--- src/rtl/mod_reduce_pkg.sv ---
// Shared constants and helpers for the Barrett modular-reduction datapath.
// Lane-parallel variants are expected to reuse barrett_mu for their own MU constants.
package mod_reduce_pkg;

  localparam int Q_DILITHIUM  = 8380417;
  localparam int QW_DILITHIUM = 23;

  localparam logic MODE_CANON   = 1'b0;
  localparam logic MODE_CENTRED = 1'b1;

  localparam int STAGES = 3;

  // floor(2^in_w / q), computed wide enough for any in_w up to 2*QW+2 of practical moduli
  function automatic logic [127:0] barrett_mu(input int q, input int in_w);
    logic [127:0] num;
    num = 128'd1 << in_w;
    return num / 128'(q);
  endfunction

endpackage

--- src/rtl/mod_reduce_pipe_correct.sv ---
// Final correction of a Barrett remainder r < 3Q into [0,Q) or the centred range.
// Purely combinational so the NTT butterfly can drop it into its own pipeline.
module mod_correct
  import mod_reduce_pkg::*;
#(
  parameter int Q  = Q_DILITHIUM,
  parameter int QW = QW_DILITHIUM
) (
  input  logic [QW+1:0] r,
  input  logic          mode,
  output logic [QW-1:0] out
);

  localparam int RW = QW + 2;
  localparam logic [RW-1:0] Q_R    = RW'(Q);
  localparam logic [RW-1:0] Q2_R   = RW'(2 * Q);
  localparam logic [RW-1:0] HALF_R = RW'((Q - 1) / 2);

  logic [RW-1:0] rc;

  always_comb begin
    rc = r;
    if (r >= Q2_R) begin
      rc = r - Q2_R;
    end else if (r >= Q_R) begin
      rc = r - Q_R;
    end
    out = QW'(rc);
    // upper half maps to a negative value; truncation gives the QW-bit two's complement
    if (mode == MODE_CENTRED && rc > HALF_R) begin
      out = QW'(rc - Q_R);
    end
  end

endmodule

--- src/rtl/mod_reduce_pipe.sv ---
// Streaming Barrett reducer: in_data mod Q in a 3-stage lockstep pipeline,
// one result per cycle, valid/ready on both sides, tag and mode ride alongside.
module mod_reduce_pipe
  import mod_reduce_pkg::*;
#(
  parameter int Q     = Q_DILITHIUM,
  parameter int QW    = QW_DILITHIUM,
  parameter int IN_W  = 48,
  parameter int TAG_W = 4
) (
  input  logic             clk,
  input  logic             rst,
  input  logic             in_valid,
  output logic             in_ready,
  input  logic [IN_W-1:0]  in_data,
  input  logic             in_mode,
  input  logic [TAG_W-1:0] in_tag,
  output logic             out_valid,
  input  logic             out_ready,
  output logic [QW-1:0]    out_data,
  output logic [TAG_W-1:0] out_tag
);

  localparam int MU_W = IN_W - QW + 2;
  localparam int P_W  = IN_W + MU_W;
  localparam int RW   = QW + 2;
  localparam logic [MU_W-1:0] MU   = MU_W'(barrett_mu(Q, IN_W));
  localparam logic [RW-1:0]   Q_R  = RW'(Q);
  localparam logic [RW-1:0]   Q3_R = RW'(3 * Q);

  typedef struct packed {
    logic             mode;
    logic [TAG_W-1:0] tag;
  } side_t;

  logic                adv;
  logic [STAGES:1]     vld_pipe_d, vld_pipe_q;

  // S1: product and the low bits of x (r only needs x modulo 2^RW)
  logic [RW-1:0]       x1_d, x1_q;
  logic [P_W-1:0]      p1_d, p1_q;
  side_t               side1_d, side1_q;

  // S2: Barrett remainder, bounded by 3Q
  logic [MU_W-1:0]     qe2;
  logic [RW-1:0]       r2_d, r2_q;
  side_t               side2_d, side2_q;

  // S3: registered outputs
  logic [QW-1:0]       corr;
  logic [QW-1:0]       out_data_d, out_data_q;
  logic [TAG_W-1:0]    out_tag_d, out_tag_q;

  assign adv       = !vld_pipe_q[STAGES] || out_ready;
  assign in_ready  = !rst && adv;
  assign qe2       = MU_W'(p1_q >> IN_W);
  assign out_valid = vld_pipe_q[STAGES];
  assign out_data  = out_data_q;
  assign out_tag   = out_tag_q;

  mod_correct #(
    .Q  (Q),
    .QW (QW)
  ) u_corr (
    .r    (r2_q),
    .mode (side2_q.mode),
    .out  (corr)
  );

  always_comb begin
    vld_pipe_d = vld_pipe_q;
    x1_d       = x1_q;
    p1_d       = p1_q;
    side1_d    = side1_q;
    r2_d       = r2_q;
    side2_d    = side2_q;
    out_data_d = out_data_q;
    out_tag_d  = out_tag_q;
    if (adv) begin
      vld_pipe_d = {vld_pipe_q[STAGES-1:1], in_valid};
      // payload only moves with a valid item so bubbles leave the output quiet
      if (in_valid) begin
        x1_d         = RW'(in_data);
        p1_d         = P_W'(in_data) * P_W'(MU);
        side1_d.mode = in_mode;
        side1_d.tag  = in_tag;
      end
      if (vld_pipe_q[1]) begin
        r2_d    = x1_q - RW'(qe2) * Q_R;
        side2_d = side1_q;
      end
      if (vld_pipe_q[2]) begin
        out_data_d = corr;
        out_tag_d  = side2_q.tag;
      end
    end
  end

  always_ff @(posedge clk) begin
    if (rst) begin
      vld_pipe_q <= '0;
      out_data_q <= '0;
      out_tag_q  <= '0;
    end else begin
      vld_pipe_q <= vld_pipe_d;
      out_data_q <= out_data_d;
      out_tag_q  <= out_tag_d;
    end
  end

  always_ff @(posedge clk) begin
    x1_q    <= x1_d;
    p1_q    <= p1_d;
    side1_q <= side1_d;
    r2_q    <= r2_d;
    side2_q <= side2_d;
  end

  a_barrett_bound: assert property (@(posedge clk) disable iff (rst)
    vld_pipe_q[2] |-> (r2_q < Q3_R));

  a_out_stable: assert property (@(posedge clk) disable iff (rst)
    (out_valid && !out_ready) |=> ($stable(out_data_q) && $stable(out_tag_q)));

endmodule

--- config.mk ---
export PLATFORM = sky130hd
export DESIGN_NAME = mod_reduce_pipe
export DESIGN_NICKNAME = d
export VERILOG_FILES = /design/src/rtl/mod_reduce_pkg.sv /design/src/rtl/mod_reduce_pipe_correct.sv /design/src/rtl/mod_reduce_pipe.sv
export SDC_FILE = /design/constraint.sdc
export NUM_CORES = 1
export LEC_CHECK = 0
export ABC_AREA = 1
export BUFFER_PORTS_ARGS = -buffer_cell sky130_fd_sc_hd__buf_4
export CORE_MARGIN = 2
export CORE_UTILIZATION = 49
export DETAILED_ROUTE_END_ITERATION = 8
export HOLD_SLACK_MARGIN = 0.1
export PLACE_DENSITY = 0.77
export SLEW_MARGIN = 20
export SYNTH_ARGS = -nofsm -noshare
export SYNTH_HDL_FRONTEND = slang
export SYNTH_SLANG_ARGS = --single-unit
--- constraint.sdc ---
create_clock -name clk -period 10.5 [get_ports clk]
set_input_delay 1.575 -clock clk [delete_from_list [all_inputs] [get_ports clk]]
set_output_delay 1.575 -clock clk [all_outputs]
set_load 0.1 [all_outputs]
==> reports/summary.md, run 1 <==
• **top fanout value on the critical path** 7
• **H-tree depth reported by CTS** 4
• **most common cell in the netlist** inv_1
• **Final nets** 3088
• **number of remaining DRC errors** 0
• **number of synthesized flops with an enable pin** 85
• **Final Hold Violating Endpoints** 0
• **footprint of the multi-input gates** 13700 um^2
• **Total Routing Usage GR** 26.2%
• **worst skew pair latency** 0.43 ns
• **synthesized flop and latch total** 115
• **number of setup violations in the final report** 0
• **layout cell share with drive strength beyond 1** 7.86%
• **startpoint class of the critical path** register
• **RSZ-0062 raised after global routing** false
• **CP Class** register to register
• **Hold WC Path Type** register to register
• **Max-Cap Viols** 0
• **worst clock skew** 0.0187 ns
• **Synth Cell Area** 19300 um^2
• **clock period minus worst slack** 5.87 ns
• **Hold-fix buffers, CTS** 0
• **Critical Path AT** 6.04 ns
• **predominant post-synthesis flop cell** edfxtp_1
• **Fin Setup TNS** 0 ns
• **clock sink total** 115
• **Fill cells** 3646
• **count of antenna-violating nets left after detailed routing** 0
• **Area Overhead vs Synth** 8.85%
• **Avg Synthesized Cell Area** 7.87 um^2
• **total via count after detailed routing** 16000
• **number of DRC markers in iteration 0** 967
• **Inserted Clock Buffers** 17
• **total I/O pin count** 86
• **Sequential cell area** 3150 um^2
• **iteration count of the initial detailed-routing pass** 6
• **total global routing overflow** 0
• **clock tree from TritonCTS** done
• **post-synth net total** 3006
• **overall die height** 202 um
• **worst slew margin relative to its limit** 50.8%
• **Setup Buffers After CTS** 0
• **cell type with the highest aggregate area in the netlist** ha_1
• **register area share after synthesis** 16.4%
• **share of the core filled with cells in the final layout** 54.2%
• **Hold Worst Slack** 0.417 ns
• **Critical Path End Type** register
• **register clock-pin slew on the reported worst setup and hold paths** 0.06 ns
• **count of warnings emitted by yosys** 0
• **share of synthesized flip-flops with an asynchronous set or reset** 0%
• **leading cell types by total area after synthesis** ha_1 21%, fa_1 17%, edfxtp_1 13%
• **initial cell density of the core** 49.8%
• **largest net degree at the start of global routing** 56
• **via count of the first global-routing pass** 16600
• **Max Root-Sink Buffers** 2
• **Worst-Margin Slew** 0.738 ns
• **# diodes** 0
• **ranking of synthesized cells by instance count** 580 x inv_1, 404 x nand2_1, 331 x ha_1
• **core area** 38700 um^2
• **slack of the critical path** 4.63 ns
• **distinct cell type count of the synthesized netlist** 54
• **global-route wire length before repair** 84600 um
• **status** complete, no violations
• **post-cts sizing count** 0
• **wire length per cell after detailed routing** 16.9 um
• **total wirelength of the detailed-routed design** 51900 um
• **gpl congestion** 1.02
• **Clock Root Buffer** clkbuf_16
• **die area** 40900 um^2
• **number of placement rows** 72
• **required time reported for the critical path endpoint** 10.67 ns
• **cell count after synthesis** 2450
• **antenna violations before repair** 0
• **maximum clock frequency** 170 MHz
• **post-detailed-route via-to-cell ratio** 5.22
• **max-slew violation count** 0
• **IO Port Bufs** 85
• **HPWL after detailed placement** 44100 um
• **worst slack, placed** 4.34 ns
• **area share of the largest cell type after synthesis** 21.5%
• **crit share post-route** 56.0%
• **width of the die** 202 um
[per-stage QoR]
| step | cells | area, um^2 |
|---|---|---|
| 3_5_place_dp | 3031 | 20400 |
| 4_1_cts | 3063 | 21000 |
| 2_1_floorplan | 2450 | 19300 |
| 6_report | 3063 | 21000 |
| 3_3_place_gp | 3031 | 20400 |
| 5_1_grt | 3063 | 21000 |
[worst paths after layout]
| check | endpoint | slack [ns] | start | cells past startpoint |
|---|---|---|---|---|
| min reg2reg | side2_q[2] | 0.42 | side1_q[2] | 0 |
| min | side2_q[2] | 0.42 | side1_q[2] | 0 |
| max | r2_q[24] | 4.63 | p1_q[48] | 16 |
| max reg2reg | r2_q[24] | 4.63 | p1_q[48] | 16 |
[cells by family (layout without fill, tap and decap cells)]
family | count (synthesis) | count (layout) | share of synthesized area [%]
DFF | 115 | 115 | 16.4
xor gates and xnor gates | 121 | 121 | 5.54
and+or+nand+nor | 803 | 803 | 17.9
AOI/OAI and AO/OA | 293 | 293 | 8.74
buffers and inverters | 619 | 714 | 12.5
adders and majority gates | 499 | 499 | 38.9
[layer usage]
layer / track usage, % / share of wire, % / up-vias
met5: 0 / 0 / -
met4: 11.7 / 4.8 / 0
met3: 2.47 / 3.9 / 137
met2: 48.5 / 51 / 451
met1: 30.5 / 41 / 7522
li1: - / - / 7873
[sequential cells by signal, summed over array words and instances (netlist names)]
register,flops
out_data,23
out_tag,4
p1_q,25
r2_q,25
side1_q,5
side2_q,5
vld_pipe_q,3
x1_q,25
[worst max-delay path: stages (launching register included)]
cell and delay [ns]:
edfxtp_1 0.58, inv_1 0.23, fa_1 0.57, inv_1 0.16
fa_1 0.46, fa_1 0.57, inv_1 0.07, fa_1 0.50
fa_1 0.55, inv_1 0.05, fa_1 0.51, fa_1 0.55
inv_1 0.06, ha_1 0.33, a21o_1 0.18, a31oi_1 0.16
xnor2_1 0.08
[cell type report]
cell class | instances | share of cell area, %
Clock buffer | 18 | 2.15
Clock inverter | 14 | 0.555
Inverter | 592 | 10.6
Multi-Input combinational cell | 1716 | 65.4
Sequential cell | 115 | 15.0
Tap cell | 518 | 3.09
Timing Repair Buffer | 90 | 3.22
[placed cells by master, fill, tap and decap left out, types with 9 or more instances in the layout]
| master | instances |
|---|---|
| inv_2 | 11 |
| edfxtp_1 | 85 |
| dfxtp_1 | 30 |
| xnor2_1 | 31 |
| clkbuf_16 | 18 |
| buf_4 | 90 |
| nand2_1 | 404 |
| nand4_1 | 31 |
| o21ai_0 | 69 |
| o21a_1 | 9 |
| nand3_1 | 68 |
| inv_1 | 578 |
| nor3_1 | 13 |
| a21oi_1 | 137 |
| ha_1 | 331 |
| xor2_1 | 89 |
| nor2_2 | 18 |
| a31oi_1 | 29 |
| fa_1 | 168 |
| nand2_2 | 18 |
| nor2_1 | 221 |
Power of run 1 is left out: the tool's default activity adds up to more than one toggle a clock period on the data nets, which glitch-free logic cannot reach.
==> run 2, diff against run 1 <==
Settings changed: PLACE_DENSITY 0.77 to 0.79.
Clock period 10.5 ns to 5.4 ns, I/O delays scaled along.
==> run 2 against run 1 <==
Effect of this change: via count is 1.8% higher; sequential cell count stayed put; first-iteration DRC count is 5.1% lower; global-route usage is 0.55 points lower; die area stayed put; clock-buffer cell count is 3 higher; critical path type unchanged; fmax is 14% higher; critical path depth stayed put; final cell count is 1.0% higher; worst hold slack better by 0.0067 ns; routed wire length is 1.7% lower; sequential share of layout area is 0.27 points lower.
==> reports/summary.md, run 2 (same netlist as run 1, synthesis figures left out) <==
• **gpl congestion** 0.967, -5.2%
• **via count of the first global-routing pass** 17000, +2.5%
• **largest net degree at the start of global routing** 56, unchanged
• **status** complete, no violations
• **IO Port Bufs** 85, unchanged
• **layout cell share with drive strength beyond 1** 10.0%, +2.2 points
• **Max Root-Sink Buffers** 2, unchanged
• **total via count after detailed routing** 16300, +1.8%
• **die area** 40900 um^2, unchanged
• **crit share post-route** 95.7%, +40 points
• **startpoint class of the critical path** register
• **register clock-pin slew on the reported worst setup and hold paths** 0.06 ns, about the same
• **width of the die** 202 um, unchanged
• **H-tree depth reported by CTS** 4, unchanged
• **clock sink total** 115, unchanged
• **Final Hold Violating Endpoints** 0, unchanged
• **iteration count of the initial detailed-routing pass** 6, unchanged
• **initial cell density of the core** 49.8%, unchanged
• **Hold WC Path Type** register to register
• **footprint of the multi-input gates** 13800 um^2, +0.80%
• **overall die height** 202 um, unchanged
• **Worst-Margin Slew** 0.992 ns, +0.253 ns
• **Max-Cap Viols** 0, unchanged
• **leading cell types in the layout, fill and taps excluded** 570 x inv_1, 403 x nand2_1, 326 x ha_1
• **Total Routing Usage GR** 25.6%, -0.55 points
• **Area Overhead vs Synth** 10.8%
• **cell depth of the worst min-delay path** 0, unchanged
• **clock tree from TritonCTS** done
• **count of antenna-violating nets left after detailed routing** 0, unchanged
• **total global routing overflow** 0, unchanged
• **registers with the most flip-flops** p1_q: 25 flops, r2_q: 25 flops, x1_q: 25 flops
• **Sequential cell area** 3150 um^2, unchanged
• **wire length per cell after detailed routing** 16.5 um, -2.7%
• **most common cell after layout, fill and taps aside** inv_1
• **Final nets** 3119, +1.0%
• **CP Class** register to register
• **final instance area** 21400 um^2, +1.8%
• **Hold Worst Slack** 0.424 ns, +0.00666 ns
• **# diodes** 0, unchanged
• **number of DRC markers in iteration 0** 918, -5.1%
• **worst reg2reg path startpoint** p1_q[51]
• **maximum clock frequency** 193 MHz, +14%
• **Fin Setup TNS** 0 ns, unchanged
• **core area** 38700 um^2, unchanged
• **number of setup violations in the final report** 0, unchanged
• **worst slew margin relative to its limit** 33.5%, -17 points
• **clock period minus worst slack** 5.17 ns, -0.705 ns
• **max-slew violation count** 0, unchanged
• **post-detailed-route via-to-cell ratio** 5.26, +0.80%
• **worst min-delay path startpoint** side1_q[3]
• **HPWL after detailed placement** 43300 um, -1.8%
• **total I/O pin count** 86, unchanged
• **required time reported for the critical path endpoint** 5.57 ns, -5.10 ns
• **Cell Area, Placed** 20600 um^2, +0.99%
• **Clock Root Buffer** clkbuf_16
• **number of placement rows** 72, unchanged
• **worst skew pair latency** 0.43 ns, about the same
• **number of remaining DRC errors** 0, unchanged
• **antenna violations before repair** 0, unchanged
• **Inserted Clock Buffers** 17, unchanged
• **Fill cells** 3546, -2.7%
• **first element of the critical path** p1_q[51]
• **worst clock skew** 0.0165 ns, -0.00220 ns
• **total wirelength of the detailed-routed design** 51000 um, -1.7%
• **global-route wire length before repair** 83400 um, -1.5%
• **Critical Path End Type** register
• **top fanout value on the critical path** 4, -3
• **number of cells on the worst reg-to-reg path** 16, unchanged
• **Critical Path AT** 5.34 ns, -0.70 ns
-- run 2: cell count changes in the layout (fill, tap and decap cells not counted), moves of 2 or more --
cell / before / now
inv_1: 578 / 570
inv_8: 2 / 0
buf_4: 90 / 120
a21oi_1: 137 / 135
fa_1: 168 / 160
a21oi_2: 4 / 6
ha_4: 0 / 5
clkbuf_16: 18 / 20
ha_1: 331 / 326
inv_2: 11 / 18
o21ai_0: 69 / 67
fa_2: 0 / 8
-- run 2: repair_timing --
action / CTS / global route
hold endpoints to repair: 0 / 0
resized for setup: 2 / 29
buffers inserted: 2 / 2
pin swaps: 0 / 19
hold buffers: 0 / 0
setup endpoints to repair: 2 / 3
-- run 2: final cells by class --
class / count / share of cell area (%)
Clock inverter: 11 / 0.398
Timing Repair Buffer: 121 / 4.27
Sequential cell: 115 / 14.8
Multi-Input combinational cell: 1716 / 64.7
Clock buffer: 21 / 2.41
Tap cell: 518 / 3.03
Inverter: 592 / 10.4
-- run 2: worst max-delay path: stages (launching register included) --
cell,delay (ns)
edfxtp_1,0.47
buf_4,0.20
fa_2,0.48
ha_1,0.29
inv_1,0.05
fa_1,0.55
fa_1,0.44
fa_1,0.54
inv_1,0.05
fa_1,0.50
fa_1,0.54
inv_1,0.06
ha_4,0.25
a21oi_1,0.12
nand2_1,0.10
a31oi_2,0.19
xnor2_1,0.09
-- run 2: path summary, 6_finish.rpt --
check	to	slack, ns
setup / recovery	r2_q[24]	0.23
hold / removal	side2_q[3]	0.42
setup reg to reg	r2_q[24]	0.23
hold reg to reg	side2_q[3]	0.42
-- run 2: through the flow --
step / setup WS (ns) / util (%) / cells
floorplan: 0.0306 / - / 2450
global placement: 0.0656 / 53.2 / 3058
detailed placement: -0.0203 / 53.2 / 3058
CTS: 0.00837 / 54.8 / 3092
global route: -0.0109 / 55.1 / 3094
finish: 0.230 / 55.1 / 3094
-- run 2: per-layer routing --
metal,vias up,routed length (um),track usage (%)
met5,-,0,0
met4,0,2640,12.5
met3,147,1960,2.43
met2,457,26100,47.7
met1,7725,20300,29.3
li1,7945,-,-
Power of run 2 is left out for the same reason.
